$ cat config.mk
export PLATFORM = sky130hd
export DESIGN_NAME = inst_fetcher_flat
export DESIGN_NICKNAME = d
export VERILOG_FILES = /design/src/rtl/inst_fetcher_if.sv /design/src/rtl/inst_fetcher.sv /design/src/flat_wrapper.sv
export SDC_FILE = /design/constraint.sdc
export NUM_CORES = 1
export LEC_CHECK = 0
export ABC_AREA = 1
export ABC_CLOCK_PERIOD_IN_PS = 3010
export BUFFER_PORTS_ARGS = -buffer_cell sky130_fd_sc_hd__buf_2
export CORE_MARGIN = 2
export CORE_UTILIZATION = 40
export CTS_BUF_LIST = sky130_fd_sc_hd__clkbuf_4
export CTS_CLUSTER_DIAMETER = 40
export DETAILED_ROUTE_END_ITERATION = 8
export GPL_TIMING_DRIVEN = 0
export SYNTH_ARGS = -nofsm -noshare
export SYNTH_HDL_FRONTEND = slang
export SYNTH_SLANG_ARGS = --single-unit
$ cat constraint.sdc
create_clock -name clk -period 3.01 [get_ports clk]
set_input_delay 0.602 -clock clk [delete_from_list [all_inputs] [get_ports clk]]
set_output_delay 0.602 -clock clk [all_outputs]
set_load 0.02 [all_outputs]
$ cat src/rtl/inst_fetcher_if.sv
// inst_fetcher_if: memory fetch port, flush/redirect and decode-side handshake of the fetch stage.
interface inst_fetcher_if;
    logic        mem_req;
    logic [31:0] mem_addr;
    logic        mem_valid;
    logic [31:0] mem_data;
    logic [31:0] pred_pc;
    logic        pred_taken;
    logic        clr;
    logic [31:0] clr_pc;
    logic        inst_valid;
    logic [31:0] inst;
    logic [31:0] inst_pc;
    logic [31:0] inst_pred;
    logic        inst_ack;

    modport master (
        output mem_req, mem_addr, pred_pc, inst_valid, inst, inst_pc, inst_pred,
        input  mem_valid, mem_data, pred_taken, clr, clr_pc, inst_ack
    );

    modport slave (
        input  mem_req, mem_addr, pred_pc, inst_valid, inst, inst_pc, inst_pred,
        output mem_valid, mem_data, pred_taken, clr, clr_pc, inst_ack
    );
endinterface

$ cat src/rtl/inst_fetcher.sv
// inst_fetcher: owns the fetch PC, issues one word fetch at a time, predicts the next PC
// and queues {inst, pc, predicted next pc} for decode.
module inst_fetcher #(
    parameter int          QUEUE_DEPTH = 4,
    parameter logic [31:0] RESET_PC    = 32'h0
) (
    input  logic           clk,
    input  logic           rst,
    input  logic           rdy,
    inst_fetcher_if.master bus
);
    localparam int AW = $clog2(QUEUE_DEPTH);
    localparam int CW = AW + 1;
    localparam logic [CW-1:0] FULL = CW'(QUEUE_DEPTH);
    localparam logic [6:0] OP_JAL = 7'b1101111;
    localparam logic [6:0] OP_BR  = 7'b1100011;

    typedef enum logic [1:0] {FETCH, WAIT, DROP} state_t;

    state_t        state, state_n;
    logic [31:0]   pc, pc_n, addr, addr_n, next_pc, j_imm, b_imm, d;
    logic          req, req_n, push, pop;
    logic [AW-1:0] head, tail;
    logic [CW-1:0] count, count_n;
    logic [31:0]   q_inst [QUEUE_DEPTH];
    logic [31:0]   q_pc   [QUEUE_DEPTH];
    logic [31:0]   q_pred [QUEUE_DEPTH];

    assign d     = bus.mem_data;
    assign j_imm = {{11{d[31]}}, d[31], d[19:12], d[20], d[30:21], 1'b0};
    assign b_imm = {{19{d[31]}}, d[31], d[7], d[30:25], d[11:8], 1'b0};
    assign next_pc = (d[6:0] == OP_JAL) ? addr + j_imm :
                     (d[6:0] == OP_BR && bus.pred_taken) ? addr + b_imm : addr + 32'd4;

    always_comb begin
        state_n = state;
        pc_n    = pc;
        addr_n  = addr;
        req_n   = req;
        push    = 1'b0;
        pop     = bus.inst_valid && bus.inst_ack && !bus.clr;
        if (bus.clr) begin
            // an outstanding request must still see its response before fetch restarts
            pc_n    = bus.clr_pc;
            req_n   = state != FETCH && !bus.mem_valid;
            state_n = (state != FETCH && !bus.mem_valid) ? DROP : FETCH;
        end else begin
            case (state)
                FETCH: if (count < FULL) begin
                    req_n   = 1'b1;
                    addr_n  = pc;
                    state_n = WAIT;
                end
                WAIT: if (bus.mem_valid) begin
                    push    = 1'b1;
                    pc_n    = next_pc;
                    req_n   = 1'b0;
                    state_n = FETCH;
                end
                default: if (bus.mem_valid) begin
                    req_n   = 1'b0;
                    state_n = FETCH;
                end
            endcase
        end
        count_n = bus.clr ? '0 : count + CW'(push) - CW'(pop);
    end

    always_ff @(posedge clk or negedge rst) begin
        if (!rst) state <= FETCH;
        else if (rdy) state <= state_n;
    end

    always_ff @(posedge clk or negedge rst) begin
        if (!rst) begin
            pc    <= RESET_PC;
            addr  <= RESET_PC;
            req   <= 1'b0;
            head  <= '0;
            tail  <= '0;
            count <= '0;
            for (int i = 0; i < QUEUE_DEPTH; i++) begin
                q_inst[i] <= '0;
                q_pc[i]   <= '0;
                q_pred[i] <= '0;
            end
        end else if (rdy) begin
            pc    <= pc_n;
            addr  <= addr_n;
            req   <= req_n;
            head  <= bus.clr ? '0 : head + AW'(pop);
            tail  <= bus.clr ? '0 : tail + AW'(push);
            count <= count_n;
            if (push) begin
                q_inst[tail] <= d;
                q_pc[tail]   <= addr;
                q_pred[tail] <= next_pc;
            end
        end
    end

    assign bus.mem_req    = req;
    assign bus.mem_addr   = addr;
    assign bus.pred_pc    = addr;
    assign bus.inst_valid = count != '0;
    assign bus.inst       = q_inst[head];
    assign bus.inst_pc    = q_pc[head];
    assign bus.inst_pred  = q_pred[head];
endmodule

$ cat src/flat_wrapper.sv
// flat-port wrapper written by rule: the top's interface ports become plain ports
module inst_fetcher_flat 
#(
    parameter int          QUEUE_DEPTH = 4,
    parameter logic [31:0] RESET_PC    = 32'h0
)
  (clk, rst, rdy, bus_mem_req, bus_mem_addr, bus_pred_pc, bus_inst_valid, bus_inst, bus_inst_pc, bus_inst_pred, bus_mem_valid, bus_mem_data, bus_pred_taken, bus_clr, bus_clr_pc, bus_inst_ack);
  inst_fetcher_if bus_i ();
  input  logic clk;
  input  logic rst;
  input  logic rdy;
  output wire logic [$bits(bus_i.mem_req)-1:0] bus_mem_req;
  output wire logic [$bits(bus_i.mem_addr)-1:0] bus_mem_addr;
  output wire logic [$bits(bus_i.pred_pc)-1:0] bus_pred_pc;
  output wire logic [$bits(bus_i.inst_valid)-1:0] bus_inst_valid;
  output wire logic [$bits(bus_i.inst)-1:0] bus_inst;
  output wire logic [$bits(bus_i.inst_pc)-1:0] bus_inst_pc;
  output wire logic [$bits(bus_i.inst_pred)-1:0] bus_inst_pred;
  input wire logic [$bits(bus_i.mem_valid)-1:0] bus_mem_valid;
  input wire logic [$bits(bus_i.mem_data)-1:0] bus_mem_data;
  input wire logic [$bits(bus_i.pred_taken)-1:0] bus_pred_taken;
  input wire logic [$bits(bus_i.clr)-1:0] bus_clr;
  input wire logic [$bits(bus_i.clr_pc)-1:0] bus_clr_pc;
  input wire logic [$bits(bus_i.inst_ack)-1:0] bus_inst_ack;
  assign bus_mem_req = bus_i.mem_req;
  assign bus_mem_addr = bus_i.mem_addr;
  assign bus_pred_pc = bus_i.pred_pc;
  assign bus_inst_valid = bus_i.inst_valid;
  assign bus_inst = bus_i.inst;
  assign bus_inst_pc = bus_i.inst_pc;
  assign bus_inst_pred = bus_i.inst_pred;
  assign bus_i.mem_valid = bus_mem_valid;
  assign bus_i.mem_data = bus_mem_data;
  assign bus_i.pred_taken = bus_pred_taken;
  assign bus_i.clr = bus_clr;
  assign bus_i.clr_pc = bus_clr_pc;
  assign bus_i.inst_ack = bus_inst_ack;
  inst_fetcher #(.QUEUE_DEPTH(QUEUE_DEPTH), .RESET_PC(RESET_PC)) u_core (.clk(clk), .rst(rst), .rdy(rdy), .bus(bus_i));
endmodule
Word level (Yosys, flattened, before mapping)
Cells that the tools add are included.

Bitwise logic cells: 3. Reduce and logical (&&, ||, !) cells: 17. Add/sub/neg operators: 7. Magnitude comparators: 4. Mux-type cells: 34. Eq/ne operators: 4.

Operator list (count): bitwise mux 128 bit (3); 2-to-1 mux 32 bit (12); binary-select mux 32 bit (select 2 bit) (3); adder 32 bit (2); demux 32 bit (select 2 bit) (1); adder 32 x 3 -> 32 bit (second input constant) (1); equality test 7 bit (second input constant) (2); 2-to-1 mux 2 bit (7); 2-to-1 mux 1 bit (7); greater-or-equal comparator 3 bit (second input constant) (2); inverter 2 -> 3 bit (2); AND reduction 3 bit (2); nonzero test 2 bit (3); nonzero test 3 bit (2); logical AND 1 bit (5); adder 2 x 1 -> 2 bit (2); AND reduction 4 bit (1); adder 3 x 1 -> 3 bit (1); less-than comparator 3 x 1 -> 1 bit (second input constant) (1); less-than comparator 3 bit (second input constant) (1); 2-to-1 mux 3 bit (1); != test 3 x 2 -> 1 bit (second input constant) (1); subtractor 3 x 1 -> 3 bit (1); equality test 2 x 1 -> 1 bit (second input constant) (1); other kinds (4) (5).

Input bits: 71. Output and inout bits: 162. Register bits: 458. Word-level logic and storage cells: 88.

Longest topological paths before layout
Gate-level depths: netlist of the first run.

Depth in word-level cells: 7. Mapped depth: 18. Depth with buffers taken out: 18.

Worst setup path before layout of the first run
OpenSTA, ideal clock, no wires.

Path kind: in2reg. From: input port bus_clr. To: register u_core.count[2]. Setup time: 0.125 ns. Data required time: 2.885 ns. Stages on the path: 12. Buffers on the path: 2. Slack: 0.502 ns. Data arrival time: 2.383 ns. Path through: buf_2 inv_2 clkbuf_1 nand2_1 nor2_1 ha_1 inv_1 ha_1 inv_1 fa_1 xor2_1 o22ai_1.

Cells in the longest elaborated chain, start to end: 4. Elaborated cells between the ends (all ways): 6. Classes of those cells: add/sub: 2; mux: 2; reduce/logical: 2.

RTL lines: from (decl) (RTL line flat_wrapper.sv:22) `input wire logic [$bits(bus_i.clr)-1:0] bus_clr;`; 2-to-1 mux 1 bit or zero test 1 bit (tied branches) (RTL line inst_fetcher.sv:42, inst_fetcher.sv:41); adder 3 x 1 -> 3 bit or logical AND 1 bit (tied branches) (RTL line inst_fetcher.sv:66, inst_fetcher.sv:41); subtractor 3 x 1 -> 3 bit (RTL line inst_fetcher.sv:66) `count_n = bus.clr ? '0 : count + CW'(push) - CW'(pop);`; 2-to-1 mux 3 bit * (RTL line inst_fetcher.sv:66); to (signal assigned) (RTL line inst_fetcher.sv:93) `count <= count_n;`; to (decl) (RTL line inst_fetcher.sv:24) `logic [CW-1:0] count, count_n;`.

Mark *: on every way between the ends. The rest lies on a longest branch, timed or not. A chain may end at the register's enable or synchronous reset.

Worst setup path in the final report of the first run
From: register u_core.head[0]. To: output port bus_inst_pred[6].

Cells in the longest elaborated chain, start to end: 4.

RTL lines: from (decl) (RTL line inst_fetcher.sv:23) `logic [AW-1:0] head, tail;`; from (signal assigned) (RTL line inst_fetcher.sv:91) `head <= bus.clr ? '0 : head + AW'(pop);`; inverter 2 -> 3 bit (implied by the code) (RTL line inst_fetcher.sv:108) `assign bus.inst_pred = q_pred[head];`; binary-select mux 32 bit (select 2 bit) (RTL line inst_fetcher.sv:108); 2-to-1 mux 32 bit (implied by the code) (2 in a row) (RTL line inst_fetcher.sv:108); to (decl) (RTL line flat_wrapper.sv:18) `output wire logic [$bits(bus_i.inst_pred)-1:0] bus_inst_pred;`.

No other way between the ends. The select of a mux whose other input is x is not followed.

==> reports/metrics.yaml, run 1 <==
status: "complete, but fails checks"
failed_checks: "negative setup slack"
pwr-share-clk_pct: 18.9
pin_count: 233
grt-ovfl-total: 0
yosysSeqAreaShare_pct: 45.6
clockBufferDepth: 3
ir_drop_mv: 0.617
slew_violations: 0
fmax_ghz: 0.321
synthToLayoutAreaGrowth_pct: 29.5
drc: 0
n_fill_cell: 6124
grt_pass1_wl_mm: 151
drtIter0Drc: 2665
ys_ff_latch: 454
totalWireLength_mm: 102
worst_pin_slew_ns: 0.758
setup_ws_ns: -0.108
die-area_um2: 64300
synth_edf_count: 0
coreArea_um2: 61600
slew_headroom_pct: 49.5
layout_common_cells: "nand2_1, dfrtp_1, o21ai_1"
dr.pass1.iters: 6
dp_slack_ns: -0.822
final_common_cell: "nand2_1"
fin_util_pct: 52.4
globalplace.congestion: 0.982
cts-buffers-inserted: 121
pwr-share-seq_pct: 28.8
crit_arrival_ns: 2.52
criticalPathCategory: "register to output pin"
fin_crit_sh_pct: 104
final_net_count: 3918
setup_viol: 65
critical_path_peak_fanout: 7
cts.htree.levels: 3
drive_gt1_share_pct: 23.9
final-seq-area_um2: 11400
grt_usage_pct: 31.6
power_switching_mw: 14.3
clkLatencyLatePin_ns: 0.95
p_int_mw: 16.6
die_w_um: 253
cts_sinks: 454
comb_power_share_pct: 52.3
num_vias: 25700
setup_tns_ns: -2.48
numPortBuffers: 231
dp_hpwl_mm: 73.5
ant_nets: 0
hold_viol_final: 0
wl_per_cell_um: 21.6
p_per_area_nw_per_um2: 958
syn_avg_cell_area_um2: 7.41
drv_cap: 0
period_minus_slack_ns: 3.12
initial_core_util_pct: 40.4
dp_cells: 4433
cp.required_ns: 2.41
worst_setup_path_end_kind: "output pin"
fin_cells: 4724
swShare_pct: 46.3
grt_pass1_vias: 24400
cts_root_buf: "clkbuf_4"
yosysUniqueCellTypes: 47
rsz0062_at_grt: "yes"
async_reset_ff_share_pct: 100
cts_tree: "built"
synth_top_cell_area_share_pct: 45.6
startpoint_type: "register"
synth_area_leader_cell: "dfrtp_1"
p_leak_nw: 16.2
synth_area_leaders: "dfrtp_1, nand2_1, o21ai_0"
via_per_inst: 5.43
finalClockSkew_ns: 0.0499
synth-warning-count: 0
antenna_found_initial: 3
clk_pin_slew_ns: 0.07
syn_nets: 3482
die_height_um: 253
power_mw: 30.9
grt_max_degree: 97
multiInputGateArea_um2: 12700
hold_class: "primary input to register"
floorplan.rows: 91
synth.cell_area_um2: 24900
synth_flop_cell: "dfrtp_1"
synth_cells: 3360
==> final timing paths <==
kind	cells past startpoint	start	slack, ns	end
max in group asynchronous	6	rst	0.80	u_core.q_pc[74]
min in group asynchronous	2	rst	0.17	u_core.q_inst[18]
worst max-delay path	8	u_core.head[0]	-0.11	bus_inst_pred[6]
worst min-delay path	3	bus_mem_data[12]	0.05	u_core.q_inst[76]
worst max register to register	11	u_core.bus.mem_addr[15]	0.10	u_core.pc[18]
worst min register to register	2	u_core.q_pred[55]	0.48	u_core.q_pred[55]
==> cell usage after synthesis (3+ instances only) <==
cell / n
nor3_4: 4
buf_6: 19
a21oi_1: 92
nor2_4: 5
nor3_2: 4
nand2_2: 7
nand3_4: 3
dfrtp_1: 454
xor2_1: 22
clkbuf_1: 94
buf_1: 7
nand4_1: 15
inv_2: 16
o22ai_1: 98
o21ai_0: 317
o21ai_2: 3
nor2_1: 324
o21bai_1: 8
fa_1: 3
nor2_2: 4
ha_1: 48
buf_4: 43
inv_1: 236
o211ai_1: 10
buf_2: 43
xnor2_1: 5
nand2_1: 1050
nand3_1: 119
nor3_1: 25
o21ai_1: 259
==> cells by family after synthesis <==
kind of cell             synth area share [%]
buffers and inverters                    8.44
XOR/XNOR                                0.950
adder cells (fa/ha/maj)                  2.65
AND/OR/NAND/NOR                          25.6
flip-flops                               45.6
AO/OA/AOI/OAI                            16.8
==> final cells by class <==
class	count	share of cell area, %
multi-input combinational	2444	39.4
clock buffer	191	4.45
sequential	454	35.3
clock inverter	22	0.547
inverter	254	3.03
tap	837	3.25
buffer	208	5.60
antenna	1	0.00776
timing repair buffer	313	8.45
==> metal layers <==
metal	GRT usage [%]	routed length, um
met5	0	0
met3	5.11	8940
met4	15.1	4800
met2	49.0	46100
met1	43.2	42300
==> power by group through the flow <==
stage	Clock, mW	Sequential [mW]	Combinational [mW]
global placement	0	8.84	13.1
global route	6.24	9.00	17.4
floorplan	0	8.58	8.27
detailed placement	0	8.86	13.2
CTS	5.92	8.79	15.4
finish	5.85	8.89	16.2
==> metrics by stage <==
step	hold slack (ns)	instance area (um2)
final	0.0538	32300
after detailed placement	0.460	27200
after global placement	0.457	27100
after global routing	0.0119	32300
after CTS	0.000956	31500
after floorplan	0.306	24900
==> state kept, by name, indices dropped and copies added, names as in the netlist, 2 cells and up <==
signal               cells
u_core.q_inst          128
u_core.q_pc            126
u_core.q_pred          126
u_core.bus.mem_addr     32
u_core.pc               32
u_core.count             3
u_core.head              2
u_core.state             2
u_core.tail              2
==> timing repair <==
item / in CTS / in global routing
hold buffers: 34 / 0
resized for setup: 564 / 230
gates cloned: 12 / 4
pin swaps: 62 / 55
buffers inserted: 14 / 14
endpoints found under the hold margin: 178 / 0
endpoints found under the setup margin: 160 / 160
==> critical path, cell delays in order, from the launching register on <==
cell and delay, ns:
dfrtp_2 0.44, buf_12 0.18, clkinv_8 0.08, clkbuf_16 0.18, clkbuf_16 0.17, buf_12 0.15
o21ai_4 0.14, o21ai_4 0.10, buf_6 0.14
Note: power is estimated with default switching activity, not from simulation.
==> run 2, diff against run 1 <==
--- a/config.mk
+++ b/config.mk
@@ -8,12 +8,15 @@
 export ABC_AREA = 1
 export ABC_CLOCK_PERIOD_IN_PS = 3010
 export BUFFER_PORTS_ARGS = -buffer_cell sky130_fd_sc_hd__buf_2
+export CELL_PAD_IN_SITES_DETAIL_PLACEMENT = 0
+export CELL_PAD_IN_SITES_GLOBAL_PLACEMENT = 1
 export CORE_MARGIN = 2
 export CORE_UTILIZATION = 40
 export CTS_BUF_LIST = sky130_fd_sc_hd__clkbuf_4
 export CTS_CLUSTER_DIAMETER = 40
 export DETAILED_ROUTE_END_ITERATION = 8
 export GPL_TIMING_DRIVEN = 0
+export PLACE_DENSITY_LB_ADDON = 0.1
 export SYNTH_ARGS = -nofsm -noshare
 export SYNTH_HDL_FRONTEND = slang
 export SYNTH_SLANG_ARGS = --single-unit
==> run 2 against run 1 <==
Effect of this change: clock skew grew 0.014 ns; register-to-register slack worse by 0.03 ns; die area unchanged; combinational power is 2% lower; critical path type unchanged; the flow still finishes with violations (negative setup slack).
==> reports/metrics.yaml, run 2 (same netlist as run 1, synthesis figures left out) <==
slew_headroom_pct: 40.8  # -8.6 points
cts-buffers-inserted: 131  # +8.3%
criticalPathCategory: "register to output pin"
p_per_area_nw_per_um2: 957  # -0.18%
clockBufferDepth: 3  # unchanged
status: "complete, but fails checks"
largest_registers: "u_core.q_inst: 128 flops, u_core.q_pc: 126 flops, u_core.q_pred: 126 flops"
setup_ws_ns: -0.131  # -0.0233 ns
failed_checks: "negative setup slack"
drc: 0  # unchanged
hold_viol_final: 0  # unchanged
regMostFlops: "u_core.q_inst"
cts_tree: "built"
drive_gt1_share_pct: 21.7  # -2.1 points
floorplan.rows: 91  # unchanged
worst_setup_path_end_kind: "output pin"
r2r-start: "u_core.bus.mem_addr[1]"
drv_cap: 0  # unchanged
setup_viol: 92  # +42%
finalClockSkew_ns: 0.0637  # +0.0138 ns
grt_pass1_vias: 25000  # +2.6%
critical_path_peak_fanout: 6  # -1
largest_reg_flops: 128  # unchanged
fmax_ghz: 0.318  # -0.74%
grt_usage_pct: 33.9  # +2.2 points
grt_pass1_wl_mm: 158  # +4.7%
crit_arrival_ns: 2.54  # +0.02 ns
fin_util_pct: 51.7  # -0.69 points
final_common_cell: "nand2_1"
clkLatencyLatePin_ns: 0.99  # +0.04 ns
hold_class: "primary input to register"
synthToLayoutAreaGrowth_pct: 27.8
final_net_count: 3940  # +0.56%
r2r_cells: 14  # +3
startpoint_type: "register"
pin_count: 233  # unchanged
rsz0062_at_grt: "yes"
dr.pass1.iters: 8  # +2
cp-endpoint: "bus_inst_pred[0]"
cp.required_ns: 2.41  # about the same
critical_path.startpoint: "u_core.head[0]"
fin_crit_sh_pct: 104  # +0.77 points
r2r_slack_ns: 0.07  # -0.03 ns
dp_hpwl_mm: 80.0  # +8.8%
cts_sinks: 454  # unchanged
period_minus_slack_ns: 3.14  # +0.0233 ns
globalplace.congestion: 0.962  # -2.1%
layout_common_cells: "nand2_1, dfrtp_1, o21ai_1"
cts.htree.levels: 4  # +1
ir_drop_mv: 0.535  # -13%
grt_max_degree: 122  # +26%
die_w_um: 253  # unchanged
initial_core_util_pct: 40.4  # unchanged
die-area_um2: 64300  # unchanged
grt-ovfl-total: 0  # unchanged
clk_pin_slew_ns: 0.06  # about the same
cts_root_buf: "clkbuf_4"
numPortBuffers: 231  # unchanged
via_per_inst: 5.46  # +0.41%
totalWireLength_mm: 109  # +7.0%
power_mw: 30.4  # -1.5%
antenna_found_initial: 7  # +4
die_height_um: 253  # unchanged
p_leak_nw: 16.1  # -0.60%
coreArea_um2: 61600  # unchanged
r2r-end: "u_core.q_pred[15]"
ant_nets: 0  # unchanged
drtIter0Drc: 2503  # -6.1%
worst_pin_slew_ns: 0.887  # +0.130 ns
num_vias: 25900  # +0.92%
slew_violations: 0  # unchanged
wl_per_cell_um: 23.0  # +6.4%
==> run 2: cell count changes in the layout (fill, tap and decap cells not counted), moves of 11 or more <==
cell           before  now
o21ai_1           321  332
o22ai_1            29   41
dlygate4sd3_1      34   62
buf_6              92   77
o21ai_0           185  219
nor2_4             35   11
nor2_1            264  289
o21ai_2            61   23
o22ai_4            16    5
==> run 2: worst min-delay path by stage <==
| stage | startpoint | slack [ns] | endpoint | cells past startpoint |
|---|---|---|---|---|
| after floorplan | rst | 0.31 | u_core.bus.mem_addr[0] | 0 |
| after global placement | u_core.q_pred[55] | 0.46 | u_core.q_pred[55] | 2 |
| after detailed placement | u_core.q_pred[83] | 0.46 | u_core.q_pred[83] | 2 |
| after CTS | bus_clr_pc[4] | 0.003 | u_core.pc[4] | 3 |
| after global routing | bus_mem_data[30] | 0.05 | u_core.q_inst[62] | 3 |
| final | bus_clr_pc[4] | 0.09 | u_core.pc[4] | 3 |
==> run 2: timing repair <==
item / CTS / global route
endpoints found under the setup margin: 183 / 179
buffers inserted: 8 / 6
endpoints found under the hold margin: 213 / 0
pin swaps: 46 / 36
cloned: 12 / 3
hold buffers: 62 / 0
resized for setup: 457 / 169
==> run 2: per-stage QoR <==
stage | hold WS, ns | instance area [um2] | setup TNS [ns] | worst slack (ns) | cells
finish | 0.0869 | 31800 | -5.73 | -0.131 | 4748
global route | 0.0503 | 31800 | -11.81 | -0.186 | 4745
CTS | 0.00318 | 31300 | -10.61 | -0.174 | 4733
detailed placement | 0.460 | 27200 | -61.60 | -0.845 | 4432
global placement | 0.456 | 27100 | -3575.86 | -7.84 | 4428
floorplan | 0.306 | 24900 | 0 | 0.502 | 3360
==> run 2: report_power, final <==
part | internal (mW) | switching [mW] | total [mW]
registers | 7.46 | 1.38 | 8.83
logic | 5.71 | 10.1 | 15.8
clock network | 3.08 | 2.76 | 5.84
total | 16.3 | 14.2 | 30.4
==> run 2: area by class of cell <==
cell class              count  area, um2
clock inverters            27        188
plain buffers             207       1900
multi-input cells        2444      12200
inverters                 254        973
clock buffers             192       1440
fillers                  6112      29800
repair buffers            326       2710
diodes                      7       17.5
well taps                 837       1050
flip-flops and latches    454      11400
==> run 2: critical path: stages, from the launching register on <==
cell and delay (ns):
dfrtp_2 0.46, buf_12 0.17, inv_12 0.08, clkbuf_16 0.20, clkbuf_16 0.18, o21ai_4 0.06
o22ai_4 0.19, buf_6 0.13, buf_6 0.10
==> run 2: routing by layer <==
layer,GRT usage [%],share of wire (%),vias to the layer above
li1,-,-,11900
met1,44.3,41,12500
met2,51.9,45,1203
met3,7.89,8.9,222
met4,18.4,5.4,0
met5,0,0,-
